## src/rtl/btn_event_ctrl.sv

```systemverilog
// btn_event_ctrl
//
// Multi-channel push-button front end. Each raw input is brought into the
// clock domain by a 2-FF synchronizer. One shared prescaler produces a sample
// tick. Each channel then debounces its input on ticks and sequences
// press / release / long-press (and optionally auto-repeat) pulses.
//
// Build option:
//   BTN_AUTO_REPEAT_EN  defined     -> LONG state emits btn_repeat every REPEAT_TICKS ticks
//                       not defined -> no repeat counter, btn_repeat tied to 0,
//                                      LONG is held until release
//
// Ports:
//   clk          single clock, rising edge
//   reset_n      asynchronous active-low reset
//   btn_raw      raw asynchronous button inputs, 1 = pressed
//   btn_level    debounced level per button
//   btn_press    1-cycle pulse on debounced 0->1
//   btn_release  1-cycle pulse on debounced 1->0
//   btn_long     1-cycle pulse when a hold reaches LONG_TICKS ticks
//   btn_repeat   1-cycle auto-repeat pulse while in LONG
//   tick         1-cycle sample-tick strobe shared by all channels
module btn_event_ctrl #(
    parameter int unsigned BTN_N        = 4,
    parameter int unsigned TICK_DIV     = 100000,
    parameter int unsigned STABLE_TICKS = 10,
    parameter int unsigned LONG_TICKS   = 1000,
    parameter int unsigned REPEAT_TICKS = 200
) (
    input  logic             clk,
    input  logic             reset_n,
    input  logic [BTN_N-1:0] btn_raw,
    output logic [BTN_N-1:0] btn_level,
    output logic [BTN_N-1:0] btn_press,
    output logic [BTN_N-1:0] btn_release,
    output logic [BTN_N-1:0] btn_long,
    output logic [BTN_N-1:0] btn_repeat,
    output logic             tick
);

    localparam int unsigned DivW  = $clog2(TICK_DIV);
    localparam int unsigned DbW   = $clog2(STABLE_TICKS + 1);
    localparam int unsigned HoldW = $clog2(LONG_TICKS + 1);

    localparam logic [DivW-1:0]  DivLast  = DivW'(TICK_DIV - 1);
    localparam logic [DivW-1:0]  DivPre   = DivW'(TICK_DIV - 2);
    localparam logic [DbW-1:0]   DbLast   = DbW'(STABLE_TICKS - 1);
    localparam logic [HoldW-1:0] HoldLast = HoldW'(LONG_TICKS - 1);
    localparam logic [HoldW-1:0] HoldMax  = HoldW'(LONG_TICKS);

`ifdef BTN_AUTO_REPEAT_EN
    localparam int unsigned     RepW    = $clog2(REPEAT_TICKS + 1);
    localparam logic [RepW-1:0] RepLast = RepW'(REPEAT_TICKS - 1);
`endif

    typedef enum logic [1:0] {
        StIdle,
        StHeld,
        StLong
    } state_e;

    // ------------------------------------------------------------------
    // Synchronizer
    // ------------------------------------------------------------------
    logic [BTN_N-1:0] sync1_q;
    logic [BTN_N-1:0] sync2_q;

    always_ff @(posedge clk or negedge reset_n) begin
        if (!reset_n) begin
            sync1_q <= '0;
            sync2_q <= '0;
        end else begin
            sync1_q <= btn_raw;
            sync2_q <= sync1_q;
        end
    end

    // ------------------------------------------------------------------
    // Prescaler: tick is registered and asserted while div_q == TICK_DIV-1,
    // so it is set on the edge where the counter moves onto that value.
    // ------------------------------------------------------------------
    logic [DivW-1:0] div_q;

    always_ff @(posedge clk or negedge reset_n) begin
        if (!reset_n) begin
            div_q <= '0;
            tick  <= 1'b0;
        end else begin
            if (div_q == DivLast) begin
                div_q <= '0;
            end else begin
                div_q <= div_q + 1'b1;
            end
            tick <= (div_q == DivPre);
        end
    end

    // ------------------------------------------------------------------
    // Per-channel debounce + event FSM
    // ------------------------------------------------------------------
    state_e           state_q    [BTN_N];
    logic [DbW-1:0]   db_cnt_q   [BTN_N];
    logic [HoldW-1:0] hold_cnt_q [BTN_N];
`ifdef BTN_AUTO_REPEAT_EN
    logic [RepW-1:0]  rep_cnt_q  [BTN_N];
`endif

    // A disagreeing tick that would bring db_cnt up to STABLE_TICKS flips the level.
    logic [BTN_N-1:0] flip;

    always_comb begin
        flip = '0;
        for (int i = 0; i < int'(BTN_N); i++) begin
            flip[i] = (sync2_q[i] != btn_level[i]) && (db_cnt_q[i] == DbLast);
        end
    end

    always_ff @(posedge clk or negedge reset_n) begin
        if (!reset_n) begin
            btn_level   <= '0;
            btn_press   <= '0;
            btn_release <= '0;
            btn_long    <= '0;
`ifdef BTN_AUTO_REPEAT_EN
            btn_repeat  <= '0;
`endif
            for (int i = 0; i < int'(BTN_N); i++) begin
                state_q[i]    <= StIdle;
                db_cnt_q[i]   <= '0;
                hold_cnt_q[i] <= '0;
`ifdef BTN_AUTO_REPEAT_EN
                rep_cnt_q[i]  <= '0;
`endif
            end
        end else begin
            btn_press   <= '0;
            btn_release <= '0;
            btn_long    <= '0;
`ifdef BTN_AUTO_REPEAT_EN
            btn_repeat  <= '0;
`endif
            if (tick) begin
                for (int i = 0; i < int'(BTN_N); i++) begin
                    // Debounce: any agreeing tick restarts qualification.
                    if ((sync2_q[i] == btn_level[i]) || flip[i]) begin
                        db_cnt_q[i] <= '0;
                    end else begin
                        db_cnt_q[i] <= db_cnt_q[i] + 1'b1;
                    end

                    if (flip[i]) begin
                        btn_level[i] <= ~btn_level[i];
                        if (!btn_level[i]) begin
                            state_q[i]    <= StHeld;
                            hold_cnt_q[i] <= '0;
                            btn_press[i]  <= 1'b1;
                        end else begin
                            // Release wins over any long/repeat due on this tick.
                            state_q[i]     <= StIdle;
                            btn_release[i] <= 1'b1;
                        end
                    end else if (btn_level[i]) begin
                        if (hold_cnt_q[i] != HoldMax) begin
                            hold_cnt_q[i] <= hold_cnt_q[i] + 1'b1;
                        end
                        case (state_q[i])
                            StHeld: begin
                                if (hold_cnt_q[i] == HoldLast) begin
                                    state_q[i]  <= StLong;
                                    btn_long[i] <= 1'b1;
`ifdef BTN_AUTO_REPEAT_EN
                                    rep_cnt_q[i] <= '0;
`endif
                                end
                            end
                            StLong: begin
`ifdef BTN_AUTO_REPEAT_EN
                                if (rep_cnt_q[i] == RepLast) begin
                                    rep_cnt_q[i]  <= '0;
                                    btn_repeat[i] <= 1'b1;
                                end else begin
                                    rep_cnt_q[i] <= rep_cnt_q[i] + 1'b1;
                                end
`endif
                            end
                            default: ;
                        endcase
                    end
                end
            end
        end
    end

`ifndef BTN_AUTO_REPEAT_EN
    assign btn_repeat = '0;
`endif

endmodule
```

## config.mk

```make
export PLATFORM = sky130hd
export DESIGN_NAME = btn_event_ctrl
export DESIGN_NICKNAME = d
export VERILOG_FILES = /design/src/rtl/btn_event_ctrl.sv
export SDC_FILE = /design/constraint.sdc
export NUM_CORES = 1
export LEC_CHECK = 0
export BUFFER_PORTS_ARGS = -buffer_cell sky130_fd_sc_hd__buf_4
export CORE_ASPECT_RATIO = 1.2
export CORE_UTILIZATION = 39
export CTS_CLUSTER_SIZE = 16
export DETAILED_ROUTE_END_ITERATION = 10
export SETUP_SLACK_MARGIN = 0.2
export SLEW_MARGIN = 30
export SYNTH_ARGS = -nofsm -noshare
export SYNTH_HDL_FRONTEND = slang
export SYNTH_SLANG_ARGS = --single-unit
export TNS_END_PERCENT = 20
```

## constraint.sdc

```tcl
create_clock -name clk -period 2.5 [get_ports clk]
set_input_delay 0.25 -clock clk [delete_from_list [all_inputs] [get_ports clk]]
set_output_delay 0.25 -clock clk [all_outputs]
set_load 0.05 [all_outputs]
```

==> summary.md, run 1 <==
| Metric | Value |
|---|---|
| DR DRC count | 0 |
| Fin crit period | 2078 ps |
| Outcome | completed |
| Clock Latency Late Sink | 350 ps |
| Vias in the first global route | 4091 |
| Top-area cell type share of the netlist area | 0.4887 |
| Final WS setup | 421.7 ps |
| Avg Inst Size Synth | 9.996 um^2 |
| Crit. End Element | flop |
| Post-CTS Hold Fix Bufs | 5 |
| Number of iterations in the first detailed-routing pass | 4 |
| Worst EP required | 2760 ps |
| Initial antenna violation count | 0 |
| Period Utilization, post-route | 0.8313 |
| Unrepaired setup endpoints after global routing | no |
| Pre-CTS WS | 433.0 ps |
| Asr flop ratio synth | 1.000 |
| Placer Congestion | 0.8431 |
| Clock tree buffer depth | 2 |
| Layout cells sized above 1 | 0.1047 |
| Total GRT Usage | 0.1633 |
| DIE HEIGHT | 131.2 um |
| Crit-path max FO | 11 |
| Cts repair resizes | 0 |
| Fin. Hold Viols | 0 |
| Total number of vias | 4155 |
| Ys Warns | 0 |
| Slew Limit Fails | 0 |
| TritonCTS clock tree | done |
| Syn Std Cell Area | 5428 um^2 |
| DP HPWL | ~7300 um |
| Post-synthesis cell count | 543 |
| Sequential share of power | 0.535 |
| Antenna-violating nets left | 0 |
| Post-synth top area cell | dfrtp_1 |
| Switching Share | 0.2192 |
| First-pass GRT wire length | 18960 um |
| Std-Cell Rows | between 40 and 50 |
| CTS buffer count | 9 |
| Critical path class | flop to flop |
| CTS sink count | 106 |
| Clk slew on worst S/H paths | 70 ps |
| Register area share after synthesis | 0.4887 |
| Final core utilization | 0.4563 |
| Maxcap violations | 0 |
| # H-tree levels | 3 |
| Nets | about 600 |
| Layout area overhead | 12.75% |
| Hold Path Class | flop to flop |
| Peak Freq | approximately 0.48 GHz |
| Fillers | between 1000 and 1500 |
| DRT Wirelength | 10690 um |
| Grt ovf | 0 |
| Worst Skew | between 7 and 8 ps |
| CP max stage delay | 720 ps |
| 1st-iter DRT viols | 280 |
| Initial Utilization | 0.4047 |
| Final setup fails | 0 |
| Root Buffer Master | clkbuf_16 |
| P_leak | 0.002678 uW |
| Largest net degree at the start of global routing | between 100 and 150 |
| Crit path launch type | flop |
| Clock power share | 0.442 |
| Cell with the most instances after synthesis | dfrtp_1 |
| Setup TNS Final | 0 ps |
| Post-CTS setup repair buffer count | 0 |
| Pwr dens | 526.8 nW/um^2 |
| Yosys reg bits | 106 |
| Worst IR Drop VDD | 0.3571 mV |
| Internal power | 2517 uW |
| Slew HR | 0.4314 |
| Die W | 109.7 um |
| Top cells by area, synth | dfrtp_1 49%, ha_1 4.1%, nand3_1 3.4%, nand2_1 2.8%, o21ai_0 2.5% |
| Io pins | 27 |
| Psw | a little over 700 uW |
| Least-Margin Pin Slew | 849.1 ps |
| Worst path arrival time | 2340 ps |
| Die area | 14390 um^2 |
| PortBufs | 22 |
| Via-to-Cell Ratio | 5.607 |
| Commonest cells in the netlist | 106 x dfrtp_1, 41 x nand2_1, 37 x nand3_1 |
| Crit-path slowest cell | o211ai_1 |
| Count of different cell masters after synthesis | 58 |
| Core region area | 13410 um^2 |
| Combinational cell fraction of total power | 0.023 |
| Post-synth top flop | dfrtp_1 |
| Post-synth EDFFs | 0 |
| Ant diodes | 0 |
| Routed len/inst | approximately 14 um |
| Crit path cell chain | ha_1 -> and3b_1 -> o211ai_1 -> o21ai_0 -> o31ai_1 |
sequential cells by signal (all words and copies together), names as in the netlist:
register	cells
btn_level	4
btn_long	4
hold_cnt_q	40
tick	1
sync1_q	4
div_q	17
btn_press	4
db_cnt_q	16
sync2_q	4
state_q	8
btn_release	4
logic make-up (layout without fill, tap and decap cells):
logic type | count (synthesis) | count (layout) | synth area share
XOR/XNOR | 22 | 22 | 0.03550
AO/OA/AOI/OAI | 118 | 118 | 0.1545
other | 1 | 4 | 0.0006909
AND/OR/NAND/NOR | 214 | 214 | 0.2165
buffers and inverters | 53 | 80 | 0.04172
flip-flops | 106 | 106 | 0.4887
adder cells (fa/ha/maj) | 18 | 18 | 0.04149
multiplexers | 11 | 11 | 0.02098
cells in the final DEF, fill, tap and decap left out, drive strengths merged, types with 12 or more instances in the layout:
cell type and count:
o22a 14, dfrtp 106, ha 18, nor3 21, a21o 12, nand2b 12, nand3 37, nor2 30
nand2 41, o21ai 28, nor4 13, inv 28, buf 31
worst paths after layout:
check | from | to | slack (ps) | cells past startpoint
max | db_cnt_q[0] | hold_cnt_q[1] | 420 | 5
min | sync1_q[0] | sync2_q[0] | 350 | 0
max reg2reg | db_cnt_q[0] | hold_cnt_q[1] | 420 | 5
min reg2reg | sync1_q[0] | sync2_q[0] | 350 | 0
max in group asynchronous | reset_n | hold_cnt_q[10] | 1550 | 3
min in group asynchronous | reset_n | hold_cnt_q[37] | 480 | 3
routing by layer:
layer	GRT usage	wire length [um]
met2	0.2614	5131
met3	0.03472	301
met1	0.2118	5094
met4	0.06741	164
met5	0	0
final cells by class:
class,instances,area [um^2],share of cell area
Clock buffer,10,229.0,0.03742
Clock inverter,6,67.56,0.01104
Inverter,28,105.1,0.01717
Multi-Input combinational cell,387,2560,0.4183
Sequential cell,106,2653,0.4334
Tap cell,168,210.2,0.03435
Timing Repair Buffer,36,295.3,0.04825
per-stage QoR:
stage / hold slack (ps) / cells / total power [uW] / instance area [um^2]
6_report: 348.3 / 741 / 3224 / 6120
5_1_grt: 351.9 / 741 / 3344 / 6120
3_3_place_gp: 331.4 / 720 / 1830 / 5773
2_1_floorplan: -45.59 / 546 / 1787 / 5439
3_5_place_dp: 334.7 / 720 / 1831 / 5773
4_1_cts: 350.1 / 741 / 3275 / 6120
critical path, delay by kind of cell, from the launching register on:
family	cells	cell delay [ps]
fa+ha+maj	1	240
simple gates	1	280
compound gates	3	1050
flops	1	420
power by group through the flow:
stage | registers (uW) | clock network [uW] | logic [uW]
after global placement | 1760 | 0 | 71.0
after global routing | 1730 | 1530 | 86.2
after detailed placement | 1760 | 0 | 71.9
final | 1730 | 1420 | 74.3
after floorplan | 1760 | 0 | 29.3
after CTS | 1730 | 1470 | 78.0
(Power assumes the default switching activity.)
==> inputs of run 2 (changes only) <==
ABC_AREA = 1   (was default)
clock period = 2 ns   (was 2.5 ns; I/O delays follow)
==> run 2 against run 1 <==
Against the previous run: final cell count up 36%; fmax up 25%; utilization about the same; sequential share of layout area down 3.2 points; synthesized cell count up 41%; sequential power up 25%; sequential cell count unchanged; highest routed layer unchanged.
==> summary.md, run 2 <==
| Metric | Value |
|---|---|
| Outcome | completed |
| Worst Skew | 6.614 ps |
| Asr flop ratio synth | 1.000 |
| Initial Utilization | 0.4015 |
| Layout cells sized above 1 | 0.08148 |
| Antenna-violating nets left | 0 |
| P_leak | 0.003284 uW |
| DR DRC count | 0 |
| Non-filler cells, final | slightly above 1000 |
| Reg2Reg Launch Point | db_cnt_q[13] |
| Ant diodes | 0 |
| Final Cell Area | 6606 um^2 |
| Multiplexer share of the synthesized area | 0.006891 |
| Final setup fails | 0 |
| Crit path launch type | flop |
| Fillers | 1454 |
| Biggest register | hold_cnt_q |
| CP endpoint | hold_cnt_q[38] |
| Setup TNS Final | 0 ps |
| Die area | 15390 um^2 |
| Register area share after synthesis | 0.4565 |
| Number of iterations in the first detailed-routing pass | 4 |
| Worst R2R Path Depth | 9 |
| Core region area | 14470 um^2 |
| Period Utilization, post-route | 0.8324 |
| Post-synthesis adder-cell area fraction | 0.03876 |
| Die W | 113.4 um |
| Largest net degree at the start of global routing | 45 |
| Commonest cells in the netlist | 243 x nand2_1, 108 x nor2_1, 106 x dfrtp_1 |
| First-pass GRT wire length | roughly 20000 um |
| Via-to-Cell Ratio | 4.694 |
| Regs by FF count | hold_cnt_q x40, div_q x17, db_cnt_q x16 |
| Worst setup startpoint | db_cnt_q[13] |
| Clk slew on worst S/H paths | 70 ps |
| Dpl cell area | 6241 um^2 |
| Post-synth top flop | dfrtp_1 |
| Cell with the most instances after synthesis | nand2_1 |
| Unrepaired setup endpoints after global routing | yes |
| DIE HEIGHT | 135.7 um |
| Routed len/inst | 11.09 um |
| CTS buffer count | 9 |
| RR Endpoint | hold_cnt_q[38] |
| Post-synth EDFFs | 0 |
| Critical path class | flop to flop |
| # H-tree levels | 3 |
| Fin. Hold Viols | 0 |
| Placed Cells | roughly 1000 |
| Grt ovf | 0 |
| Worst path arrival time | between 1500 and 2000 ps |
| Maxcap violations | 0 |
| Root Buffer Master | clkbuf_16 |
| TritonCTS clock tree | done |
| Compound-Gate Fraction of Synth Area | 0.04823 |
| Io pins | 27 |
| Fin crit period | about 1700 ps |
| Hold Path Class | input pin to async pin |
| Commonest non-fill, non-tap cell in the layout | nand2_1 |
| Initial antenna violation count | 0 |
| Final core utilization | 0.4564 |
| Ys Warns | 0 |
| Total number of vias | 4741 |
| Post-CTS setup repair buffer count | 0 |
| Worst IR Drop VDD | 0.3275 mV |
| Worst EP required | between 2000 and 2500 ps |
| Avg Inst Size Synth | about 7.6 um^2 |
| DP HPWL | ~7900 um |
| Number of flip-flops in the largest register | 40 |
| DRT Wirelength | around 11000 um |
| Std-Cell Rows | 48 |
| Simple-Gate Fraction of Synth Area | 0.3495 |
| 1st-iter DRT viols | 218 |
| Post-synth top area cell | dfrtp_1 |
| Most frequent cells in the layout | 242 x nand2_1, 108 x nor2_1, 106 x dfrtp_1 |
| Vias in the first global route | 4401 |
| Crit-path max FO | 10 |
| Clock tree buffer depth | 2 |
| Top-area cell type share of the netlist area | 0.4565 |
| Top cells by area, synth | dfrtp_1 46%, nand2_1 16%, nor2_1 7.0%, nand3_1 5.4%, inv_1 5.2% |
| XOR/XNOR Fraction of Synth Area | 0.03467 |
| CTS sink count | 106 |
| Slew Limit Fails | 0 |
| Reg2Reg Setup Slack | roughly 340 ps |
| Layout area overhead | 13.70% |
| Placer Congestion | 0.8106 |
| Pwr dens | approximately 590 nW/um^2 |
| Largest family of logic cells by synthesized area | simple AND/OR/NAND/NOR gates |
| Nets | 829 |
| Count of different cell masters after synthesis | 28 |
| Yosys reg bits | 106 |
| Crit. End Element | flop |
| Syn Std Cell Area | 5811 um^2 |
| Total GRT Usage | 0.1585 |
| PortBufs | 22 |
| Peak Freq | roughly 0.6 GHz |
| Clock Latency Late Sink | 350 ps |
| Post-synthesis cell count | between 700 and 800 |
## run 2: cell count changes in the layout (fill, tap and decap cells not counted), sizes merged, moves of 12 or more
cell / previous run / this run
nand2b: 12 / 0
nand2: 41 / 247
a21oi: 6 / 20
nor4: 13 / 0
a21o: 12 / 0
nand3: 37 / 68
nor2: 30 / 117
o22a: 14 / 0
inv: 28 / 82
## run 2: area by class of cell
type,instances,area [um^2],share of cell area
multi-input cells,571,2841,0.4301
flip-flops and latches,106,2653,0.4015
inverters,82,307.8,0.04659
repair buffers,35,287.8,0.04356
clock buffers,14,254.0,0.03845
well taps,200,250.2,0.03788
clock inverters,2,12.51,0.001894
## run 2: worst max-delay path: stages (launching register included)
cell and delay (ps):
dfrtp_1 400, inv_1 80, ha_1 150, nand2_1 80, nor2_4 130, nand3_1 200, nand2_1 130, nand3_2 210
nand2_1 130, nand2_1 50
## run 2: worst min path at each step
stage,start,cells after the start,to
final,reset_n,2,btn_long[3]
after global routing,reset_n,2,state_q[1]
after CTS,reset_n,2,state_q[1]
after detailed placement,reset_n,1,btn_long[3]
after global placement,reset_n,1,state_q[0]
after floorplan,reset_n,0,btn_level[0]
## run 2: logic make-up (layout without fill, tap and decap cells)
family,count (synthesis),in the layout
AO/OA/AOI/OAI,51,51
XOR/XNOR,23,23
adder cells (fa/ha/maj),18,18
buffers and inverters,92,133
flip-flops,106,106
multiplexers,4,4
other,1,4
AND/OR/NAND/NOR,470,471
## run 2: what timing repair did
| action | CTS | global route |
|---|---|---|
| gates resized for setup | 0 | 8 |
| endpoints found under the setup margin | 0 | 30 |
| hold buffers | 5 | 0 |
| hold endpoints to repair | 25 | 0 |
## run 2: per-layer routing
metal | vias up | wire length [um] | global-route usage
met2 | 45 | 5425 | 0.2723
met1 | 2189 | 5350 | 0.1986
met3 | 12 | 247 | 0.02819
met4 | 0 | 172 | 0.05921
li1 | 2495 | - | -
met5 | - | 0 | 0
## run 2: power by group
part | switching [uW] | internal [uW]
clock network | 752 | 879
logic | 75.8 | 24.9
registers | 5.01 | 2150
total | 833 | 3060
## run 2: per-stage QoR
stage / setup WS [ps] / hold WS, ps / total power (uW)
2_1_floorplan: 355.4 / -95.59 / 2235
3_3_place_gp: 336.7 / 136.5 / 2294
3_5_place_dp: 270.7 / 136.2 / 2294
4_1_cts: 263.5 / 312.1 / 3969
5_1_grt: 161.9 / 349.1 / 4035
6_report: 335.2 / 302.0 / 3888
